==> config.mk <==
export PLATFORM = sky130hd
export DESIGN_NAME = puf_eval_ctrl
export DESIGN_NICKNAME = d
export VERILOG_FILES = /design/src/rtl/puf_eval_ctrl.sv
export SDC_FILE = /design/constraint.sdc
export NUM_CORES = 1
export LEC_CHECK = 0
export ABC_CLOCK_PERIOD_IN_PS = 4900
export CAP_MARGIN = 10
export CORE_MARGIN = 3
export CORE_UTILIZATION = 35
export CTS_BUF_LIST = sky130_fd_sc_hd__clkbuf_8 sky130_fd_sc_hd__clkbuf_16
export CTS_CLUSTER_SIZE = 25
export DETAILED_ROUTE_END_ITERATION = 12
export MAX_ROUTING_LAYER = met4
export PLACE_DENSITY = 0.7
export SETUP_SLACK_MARGIN = 0.1
export SLEW_MARGIN = 20
export SYNTH_ARGS = -nofsm -noshare
export SYNTH_HDL_FRONTEND = slang
export SYNTH_SLANG_ARGS = --single-unit
==> constraint.sdc <==
create_clock -name clk -period 4.9 [get_ports clk]
set_input_delay 0.735 -clock clk [delete_from_list [all_inputs] [get_ports clk]]
set_output_delay 0.735 -clock clk [all_outputs]
set_load 0.01 [all_outputs]
==> src/rtl/puf_eval_ctrl.sv <==
// puf_eval_ctrl: challenge/response evaluation controller for arbiter-PUF delay-chain channels.
// Build option PUF_VOTE_EN: NVOTE-fold majority voting with per-channel stability; otherwise one evaluation.
module puf_eval_ctrl #(
  parameter int CW     = 64,
  parameter int NCH    = 4,
  parameter int SETTLE = 8,
  parameter int NVOTE  = 5
) (
  input  logic           clk,
  input  logic           rst,
  input  logic           start,
  input  logic [CW-1:0]  c,
  output logic [CW-1:0]  pufChal,
  output logic           tigSignal,
  input  logic [NCH-1:0] arbResp,
  output logic           busy,
  output logic           respReady,
  output logic [NCH-1:0] respBits,
  output logic           respXor,
  output logic [NCH-1:0] respStable
);

`ifdef PUF_VOTE_EN
  localparam int NV = NVOTE;
`else
  localparam int NV = 1;
`endif
  localparam int PW = $clog2(SETTLE + 1);
  localparam int EW = $clog2(NV + 1);

  if (NCH < 1 || NCH > 32 || SETTLE < 1 || NVOTE < 1 || (NVOTE % 2) == 0) begin : g_param_check
    $error("puf_eval_ctrl: illegal parameter set");
  end

  typedef enum logic [2:0] {IDLE, LOAD, FIRE, SAMPLE, RELAX, DONE} state_t;

  state_t         state, nextState;
  logic [PW-1:0]  phaseCnt;
  logic [EW-1:0]  evalCnt;
  logic           phaseEnd, accept, enterDone;
  logic [NCH-1:0] voteBits, voteStable;

  assign phaseEnd  = (phaseCnt == PW'(SETTLE - 1));
  assign accept    = (state == IDLE) && start;
  assign enterDone = (state == RELAX) && (nextState == DONE);

  // NOTE: every clocked block uses non-blocking assignments so all flops update from pre-edge values.
  always_ff @(posedge clk) begin
    if (rst) state <= IDLE;
    else     state <= nextState;
  end

  // NOTE: nextState takes a default before the case so no path leaves it unassigned (no latch).
  always_comb begin
    nextState = state;
    unique case (state)
      IDLE:    if (start) nextState = LOAD;
      LOAD:    nextState = FIRE;
      FIRE:    if (phaseEnd) nextState = SAMPLE;
      SAMPLE:  nextState = RELAX;
      RELAX:   if (phaseEnd) nextState = (evalCnt < EW'(NV)) ? FIRE : DONE;
      DONE:    nextState = IDLE;
      default: nextState = IDLE;
    endcase
  end

  always_comb begin
    tigSignal = (state == FIRE) || (state == SAMPLE);
    busy      = (state != IDLE);
    respReady = (state == DONE);
  end

  // Phase timer restarts on every state change; only FIRE and RELAX ever reach phaseEnd.
  always_ff @(posedge clk) begin
    if (rst) begin
      phaseCnt   <= '0;
      evalCnt    <= '0;
      pufChal    <= '0;
      respBits   <= '0;
      respXor    <= 1'b0;
      respStable <= '0;
    end else begin
      if (state != nextState)                 phaseCnt <= '0;
      else if (state == FIRE || state == RELAX) phaseCnt <= phaseCnt + PW'(1);

      if (accept)               evalCnt <= '0;
      else if (state == SAMPLE) evalCnt <= evalCnt + EW'(1);

      if (accept) pufChal <= c;

      if (enterDone) begin
        respBits   <= voteBits;
        respXor    <= ^voteBits;
        respStable <= voteStable;
      end
    end
  end

`ifdef PUF_VOTE_EN
  logic [EW-1:0] onesCnt [NCH];

  // NOTE: the ones-counters are a few flops per channel, not a RAM, so they take the reset like any register.
  always_ff @(posedge clk) begin
    if (rst || accept) begin
      for (int i = 0; i < NCH; i++) onesCnt[i] <= '0;
    end else if (state == SAMPLE) begin
      for (int i = 0; i < NCH; i++) onesCnt[i] <= onesCnt[i] + EW'(arbResp[i]);
    end
  end

  always_comb begin
    voteBits   = '0;
    voteStable = '0;
    for (int i = 0; i < NCH; i++) begin
      voteBits[i]   = (onesCnt[i] > EW'(NV / 2));
      voteStable[i] = (onesCnt[i] == '0) || (onesCnt[i] == EW'(NV));
    end
  end
`else
  logic [NCH-1:0] sampleBits;

  always_ff @(posedge clk) begin
    if (rst)                  sampleBits <= '0;
    else if (state == SAMPLE) sampleBits <= arbResp;
  end

  assign voteBits   = sampleBits;
  assign voteStable = '1;
`endif

endmodule

### Word-level counts from Yosys, hierarchy flattened

Cells that the tools add are included.

* reductions and logical operators: 9
* equal/unequal tests: 8
* add/sub/neg operators: 2
* mux-type cells: 5
* order comparisons: 1

Operators with widths (number)
* one-hot mux 3 bit (5 select lines): 1
* two-way mux 3 bit: 4
* equality test 3 bit, second input constant: 3
* equality test 3 x 2 -> 1 bit, second input constant: 2
* adder 4 x 1 -> 4 bit, second input constant: 1
* equality test 4 x 3 -> 1 bit, second input constant: 1
* OR reduction 2 bit: 2
* XOR reduction 4 bit: 1
* equality test 3 x 1 -> 1 bit, second input constant: 1
* zero test 3 bit: 1
* inequality test 3 bit: 1
* nonzero test 3 bit: 1
* logical AND 1 bit: 2
* logical OR 1 bit: 2
* adder 1 bit, second input constant: 1
* less-than comparator 1 bit, second input constant: 1

* output and inout port bits: 76
* register bits: 82
* input port bits: 71

### Longest topological paths before layout

Gate-level depths: netlist of run 1.

* depth in word-level cells: 6
* depth in mapped cells: 6
* gate-level depth less buffers: 4

### Worst setup path after synthesis of run 1

No wires, ideal clock.

* kind: register to output
* start: register state[0]
* end: output respReady
* buffers on the path: 2
* slack: 3083 ps
* arrival: 1082 ps
* stages on the path, launching flop included: 5
* cell sequence: dfxtp_1 -> clkbuf_1 -> clkbuf_1 -> nand2_1 -> nor2_1

* longest elaborated chain between the ends: 1

Ends and longest elaborated chain
* start: declaration: line 37 `state_t state, nextState;`
* start signal: assignment: line 50 `else state <= nextState;`
* equality test 3 bit: line 70 `respReady = (state == DONE);`
* end: declaration: line 17 `output logic respReady,`

No other way between the ends.

### Final worst setup path of run 1

Ends and elaborated chain as after synthesis.

==> results of run 1 <==
final cells by class:
type | instances | area share [%]
clock buffer | 10 | 2.917
clock inverter | 4 | 0.4508
multi-input combinational | 263 | 27.55
sequential | 82 | 34.79
tap | 105 | 2.784
timing repair buffer | 150 | 31.50
tightest hold or removal path, delay by kind of cell, from the launching register on:
kind	cells	cell delay, ns
AO/OA/AOI/OAI	1	0.05
flip-flops	1	0.31
AND/OR/NAND/NOR	1	0.05
power by group:
group	switching [µW]	total, µW	leakage, µW	internal, µW
Combinational	140	306	0.000949	167
Sequential	32.3	745	0.000671	713
Clock	229	418	0.0000852	189
Total	401	1470	0.00170	1070
cell families (layout without fill, tap and decap cells):
| family | Yosys count | after routing |
|---|---|---|
| compound gates | 90 | 90 |
| xor+xnor | 6 | 6 |
| mux | 4 | 4 |
| flops | 82 | 82 |
| buf+inv | 34 | 164 |
| fa+ha+maj | 1 | 1 |
| simple gates | 162 | 162 |
placed cells by master, fill, tap and decap left out:
cell / netlist / final
a2111oi_0: 3 / 3
a2111oi_2: 1 / 1
a21oi_1: 74 / 74
a311oi_1: 2 / 2
and3b_1: 1 / 1
buf_2: 12 / 1
buf_4: 5 / 4
clkbuf_8: 0 / 10
clkdlybuf4s50_1: 0 / 145
clkinv_2: 0 / 2
clkinvlp_4: 0 / 1
dfxtp_1: 82 / 82
ha_1: 1 / 1
inv_1: 0 / 1
mux2i_1: 4 / 4
nand2_1: 129 / 129
nand2b_1: 1 / 1
nand3_1: 5 / 5
nand3b_1: 3 / 3
nand4b_1: 1 / 1
nand4bb_1: 1 / 1
nor2_1: 8 / 8
nor2b_1: 2 / 2
nor3_1: 2 / 2
nor3b_1: 1 / 1
nor4b_1: 2 / 1
nor4b_2: 0 / 1
nor4bb_2: 0 / 1
o211ai_1: 1 / 1
o21ai_0: 8 / 8
o31ai_1: 1 / 1
or3_1: 3 / 3
or4_1: 1 / 1
or4b_2: 0 / 1
xnor2_1: 3 / 3
xnor2_2: 1 / 1
xor2_1: 2 / 2
state kept, by name, summed over array words and instances, names as in the netlist:
register,count
state,3
pufChal,64
phaseCnt,4
respStable,1
respXor,1
sampleBits,4
respBits,4
evalCnt,1
metrics by stage:
stage | utilization [%] | total power, µW
final | 56.29 | 1469
after detailed placement | 54.32 | 1070
after CTS | 56.22 | 1492
after floorplan | - | 898.7
after global routing | 56.29 | 1551
after global placement | 54.32 | 1066
how the worst max path moves through the flow:
stage / to / slack [ns] / cells past startpoint
global route: respReady / 2.11 / 3
floorplan: respReady / 3.08 / 4
global placement: pufChal[49] / 2.33 / 5
detailed placement: pufChal[39] / 2.30 / 5
finish: respReady / 2.30 / 3
CTS: respReady / 2.27 / 3
layer usage:
layer | track usage (%) | wire, µm
met4 | 5.672 | 110
met3 | 5.698 | 797
met1 | 19.48 | 3581
met2 | 26.27 | 3610
met5 | - | 0
==> results.md, run 1 <==
- Portion of the post-synthesis area used by sequential elements: between 50% and 60%
- Buffers plus inverters on the worst setup path: 1
- Final weighted congestion in routability-driven placement: ~0.7
- Largest cells by area after synthesis: dfxtp_1 (53%), nand2_1 (16%), a21oi_1 (12%)
- IO Count: roughly 150
- Number of enable flip-flop cells after synthesis: 0
- Top post-synthesis cells by count: nand2_1 (129), dfxtp_1 (82), a21oi_1 (74), clkbuf_1 (17), buf_2 (12)
- Accumulated negative setup slack: 0 ns
- Distinct cell type count after synthesis: 32
- Level count of the clock H-tree: 3
- Share of the clock period used by the worst path: a little over half
- Via/cell ratio: roughly 4.8
- Number of max-capacitance violations reported: 0
- 1st-pass router iterations: 4
- Reg clk slew, reported paths: about 0.080 ns
- Endpoint arrival time on the critical path: 1.87 ns
- Resized cells post-CTS: 0
- Static Leakage: ~0.0017 µW
- Fin worst setup slack: ~2.3 ns
- Diode insertion count for antenna repair: 0
- Die area: 9993 µm²
- Final-layout fill cell count: about 770
- Clock tree from TritonCTS: built
- Clk_lat worst skew: between 0.3 and 0.4 ns
- Post-CTS setup repair buffer count: 0
- # setup viols final: 0
- Mean routed wirelength per cell: around 13 µm
- Worst hold start: pufChal[41]
- Clk sinks: between 80 and 90
- Reg2reg setup slack: approximately 2.9 ns
- Count of vias placed by the detailed router: slightly below 3k
- Highest Clock Rate: around 0.38 GHz
- Total global routing overflow: 0
- Measured slew at the worst slew-check pin: 0.8317 ns
- CP top delay family: flip-flops
- Result of the run: completed
- Combined area of all synthesized cells: 3090 µm²
- Dominant cell by count in the synthesized netlist: nand2_1
- XOR/XNOR share of the synthesized area: under 10%
- Most used flip-flop cell after synthesis: dfxtp_1
- Kind of end point of the critical path: output pin
- Count of unresolved DRC violations after routing: 0
- Maximum net fanout on the critical path: 22
- Category of the critical setup timing path: flop to output pin
- Non-Filler Instances: around 600
- First-pass GRT wire length: ~13000 µm
- Worst hold path depth: 2
- Post-placement setup slack: around 2.3 ns
- Minimum hold slack: ~0.45 ns
- FF/Latch Area: 1642 µm²
- Reg2reg start: state[0]
- Power density normalized to cell area: between 300 and 400 nW/µm²
- CP max stage cell: dfxtp_1
- Number of antenna violations at the first check in global routing: 0
- Area post-placement: between 4000 and 5000 µm²
- Slew headroom: between 40% and 50%
- Cell row count: 33
- Maximum number of pins on one net before global-route repair: 83
- Clock buffer depth: 2
- Via count of the first global-routing pass: 2810
- Final worst path period need: 2.604 ns
- Endpoint of the worst-slack reg-to-reg timing path: pufChal[14]
- Fraction of the mapped netlist area in compound gates: 15.67%
- Die Span Y: around 100 µm
- Post-synthesis adder-cell area fraction: less than 1%
- Max Slew Vio Count: 0
- Nets: 578
- Number of cells produced by synthesis: between 300 and 400
- Number of buffers created by CTS: 9
- Clock Skew: 0.005471 ns
- Placed Instances: 600
- Number of synthesized register bits: between 80 and 90
- HPWL reported at the end of detailed placement: roughly 5300 µm
- Multi-input combinational cell area: 1300 µm²
- Number of DRC markers in iteration 0: 64
- Top cell type by total area after synthesis: dfxtp_1
- Final Instance Area: between 4000 and 5000 µm²
- Max IR drop VDD: 0.1624 mV
- Largest family of logic cells by synthesized area: simple AND/OR/NAND/NOR gates
- Synth-to-Final Area Change: 52.67%
- Number of I/O port buffers: 146
- Fraction of registers with async set or reset after synthesis: 0%
- Required time of the worst setup path: roughly 4.2 ns
- Register-to-Register Path Depth: 4
- CP cell instances: nand2_1, nor2_1, clkdlybuf4s50_1
- Slowest cell delay on critical path: between 0.7 and 0.8 ns
- Setup repair after global routing missed its margin: false
- Path type of the worst min-delay path: flop to flop
- Synthesis Warnings: 0
- Die Wd: between 90 and 100 µm
- Total nets after synthesis: 451
- Fraction of final layout cells sized beyond drive strength 1: between 4 and 5%
- Overall global routing resource usage: ~17%
- Critical path origin: state[0]
- Core area: roughly 8400 µm²
- Post-DRT Antenna Nets: 0
- Fraction of post-synthesis cell area in the top cell type by area: a little over half
- WL final: 8100 µm
- Initial Util: 36.87%
- Min-Delay Endpoint: pufChal[41]
- Buffer cell driving the clock tree root: clkbuf_8
- Proportion of synthesized area in mux cells: around 1.3%
- Per-instance average area after synthesis: 8.154 µm²
- Synthesized-area fraction occupied by and/or/nand/nor cells: 22.35%
- Hold_buf cts: 0
- Endpoints failing hold: 0
- Critical Path Source Type: flop
No activity file was read; power rests on OpenSTA's default activity.
==> run 2, diff against run 1 <==
--- a/config.mk
+++ b/config.mk
@@ -5,7 +5,7 @@
 export SDC_FILE = /design/constraint.sdc
 export NUM_CORES = 1
 export LEC_CHECK = 0
-export ABC_CLOCK_PERIOD_IN_PS = 4900
+export ABC_CLOCK_PERIOD_IN_PS = 2300
 export CAP_MARGIN = 10
 export CORE_MARGIN = 3
 export CORE_UTILIZATION = 35
@@ -13,7 +13,7 @@
 export CTS_CLUSTER_SIZE = 25
 export DETAILED_ROUTE_END_ITERATION = 12
 export MAX_ROUTING_LAYER = met4
-export PLACE_DENSITY = 0.7
+export PLACE_DENSITY = 0.73
 export SETUP_SLACK_MARGIN = 0.1
 export SLEW_MARGIN = 20
 export SYNTH_ARGS = -nofsm -noshare
==> constraint.sdc (replaced) <==
create_clock -name clk -period 2.3 [get_ports clk]
set_input_delay 0.345 -clock clk [delete_from_list [all_inputs] [get_ports clk]]
set_output_delay 0.345 -clock clk [all_outputs]
set_load 0.01 [all_outputs]
==> run 2 against run 1 <==
Against the previous run:
- count of clock-buffer cells in the layout is the same
- total power grew 120%
- critical path type unchanged
- hold slack is essentially flat
==> results.md, run 2 (same netlist as run 1, synthesis figures left out) <==
- Core area: 8382 µm² (unchanged)
- Via count of the first global-routing pass: 2846 (was 2810)
- CP max stage cell: clkdlybuf4s50_1 (was dfxtp_1)
- Nets: 580 (was 578)
- Maximum net fanout on the critical path: 22 (unchanged)
- # setup viols final: 0 (unchanged)
- Initial Util: 36.87% (unchanged)
- WL final: 8449 µm (was 8100 µm)
- Power density normalized to cell area: 683.4 nW/µm² (was 311.4 nW/µm²)
- Max IR drop VDD: 0.4296 mV (was 0.1624 mV)
- Count of unresolved DRC violations after routing: 0 (unchanged)
- Largest register by flop count: pufChal (unchanged)
- Number of flip-flops under the largest register name: 64 (unchanged)
- Slew headroom: 60.74% (was 44.55%)
- Mean routed wirelength per cell: 13.67 µm (was 13.19 µm)
- Category of the critical setup timing path: flop to output pin (unchanged)
- Setup repair after global routing missed its margin: false (unchanged)
- CP cell instances: or3_1, clkdlybuf4s50_1 (was nand2_1, nor2_1, clkdlybuf4s50_1)
- First-pass GRT wire length: 13520 µm (was 12990 µm)
- Via/cell ratio: 4.845 (was 4.798)
- Path type of the worst min-delay path: flop to flop (unchanged)
- Clk sinks: 82 (unchanged)
- Static Leakage: 0.001749 µW (was 0.001705 µW)
- Endpoint arrival time on the critical path: 1.64 ns (was 1.87 ns)
- Number of buffers created by CTS: 9 (unchanged)
- Post-DRT Antenna Nets: 0 (unchanged)
- Overall global routing resource usage: 17.11% (was 16.51%)
- Critical Path Source Type: flop (unchanged)
- Buffer cell driving the clock tree root: clkbuf_8 (unchanged)
- Number of antenna violations at the first check in global routing: 0 (unchanged)
- IO Count: 147 (unchanged)
- Clock Skew: 0.01161 ns (was 0.005471 ns)
- Final Instance Area: 4806 µm² (was 4718 µm²)
- 1st-pass router iterations: 4 (unchanged)
- Die area: 9993 µm² (unchanged)
- Required time of the worst setup path: 1.96 ns (was 4.16 ns)
- Result of the run: completed (unchanged)
- Share of the clock period used by the worst path: roughly 86%
- Slowest cell delay on critical path: 0.50 ns (was 0.75 ns)
- Die Span Y: 99.97 µm (unchanged)
- Final core occ: 57.34% (was 56.29%)
- Total global routing overflow: 0 (unchanged)
- Number of I/O port buffers: 146 (unchanged)
- Measured slew at the worst slew-check pin: 0.5890 ns (was 0.8317 ns)
- Maximum number of pins on one net before global-route repair: 66 (was 83)
- Area post-placement: 4606 µm² (was 4553 µm²)
- Max Slew Vio Count: 0 (unchanged)
- Count of vias placed by the detailed router: 2994 (was 2946)
- Leading cell type in the layout, fill and taps excluded: clkdlybuf4s50_1 (unchanged)
- Number of DRC markers in iteration 0: 92 (was 64)
- Clock buffer depth: 2 (unchanged)
- Cell row count: 33 (unchanged)
- Level count of the clock H-tree: 3 (unchanged)
- Number of max-capacitance violations reported: 0 (unchanged)
- Synth-to-Final Area Change: 55.51% (was 52.67%)
- Most used cells in the layout excluding fill and tap cells: clkdlybuf4s50_1 (145), nand2_1 (129), dfxtp_1 (79) (was clkdlybuf4s50_1 (145), nand2_1 (129), dfxtp_1 (82))
- Total Power Consumption: 3284 µW (was 1469 µW)
- Diode insertion count for antenna repair: 0 (unchanged)
- HPWL reported at the end of detailed placement: 5954 µm (was 5349 µm)
- Kind of end point of the critical path: output pin (unchanged)
- Final worst path period need: 1.986 ns
- Reg clk slew, reported paths: 0.08 ns (about the same)
- Clock tree from TritonCTS: built (unchanged)
- Endpoints failing hold: 0 (unchanged)
- Final weighted congestion in routability-driven placement: 0.7789 (was 0.7148)
- Clk_lat worst skew: 0.34 ns (about the same)
- Die Wd: 99.97 µm (unchanged)
- Minimum hold slack: 0.4536 ns (was 0.4538 ns)
- Accumulated negative setup slack: 0 ns (unchanged)
- Fraction of final layout cells sized beyond drive strength 1: 5.458% (was 4.519%)
- Highest Clock Rate: just over 0.5 GHz
## run 2: changes by cell type in the layout (fill, tap and decap cells not counted), sizes merged
cell    change
inv         +1
bufinv      +1
buf         +2
## run 2: worst max-delay path: cells and delay by family, from the launching register on
kind | cells | cell delay, ns
AND/OR/NAND/NOR | 1 | 0.38
buffers and inverters | 1 | 0.50
flip-flops | 1 | 0.43
## run 2: area by class of cell
| cell class | count | area (µm²) |
|---|---|---|
| clock buffer | 10 | 137.6 |
| tap | 105 | 131.4 |
| sequential | 82 | 1645 |
| timing repair buffer | 152 | 1539 |
| multi-input combinational | 263 | 1294 |
| clock inverter | 6 | 58.81 |
| fill | 784 | 3576 |
## run 2: worst paths after layout
path | startpoint | to | slack, ns | depth (start not counted)
worst max-delay path | state[0] | busy | 0.31 | 2
worst min-delay path | pufChal[6] | pufChal[6] | 0.45 | 2
worst max register to register | state[1] | pufChal[51] | 0.59 | 4
worst min register to register | pufChal[6] | pufChal[6] | 0.45 | 2
## run 2: stage by stage
stage,setup WS (ns),std cells
final,0.3139,618
after global routing,0.2182,618
after CTS,0.1215,618
after detailed placement,0.2243,602
after global placement,0.2672,602
after floorplan,0.7696,379
## run 2: where the power goes
part,total [µW],switching [µW],internal [µW]
logic,673,304,369
clock network,1020,496,524
registers,1590,71.3,1520
## run 2: routing by layer
layer,wire length [µm],global-route usage (%)
met3,746,5.281
met2,3929,26.78
met4,144,6.092
met1,3629,20.86
met5,0,-
## run 2: timing repair
action / in CTS / in global routing
gates resized for setup: 1 / 2
hold buffers: 0 / 0
buffers inserted: 0 / 0
endpoints found under the setup margin: 1 / 3
hold endpoints to repair: 0 / 0
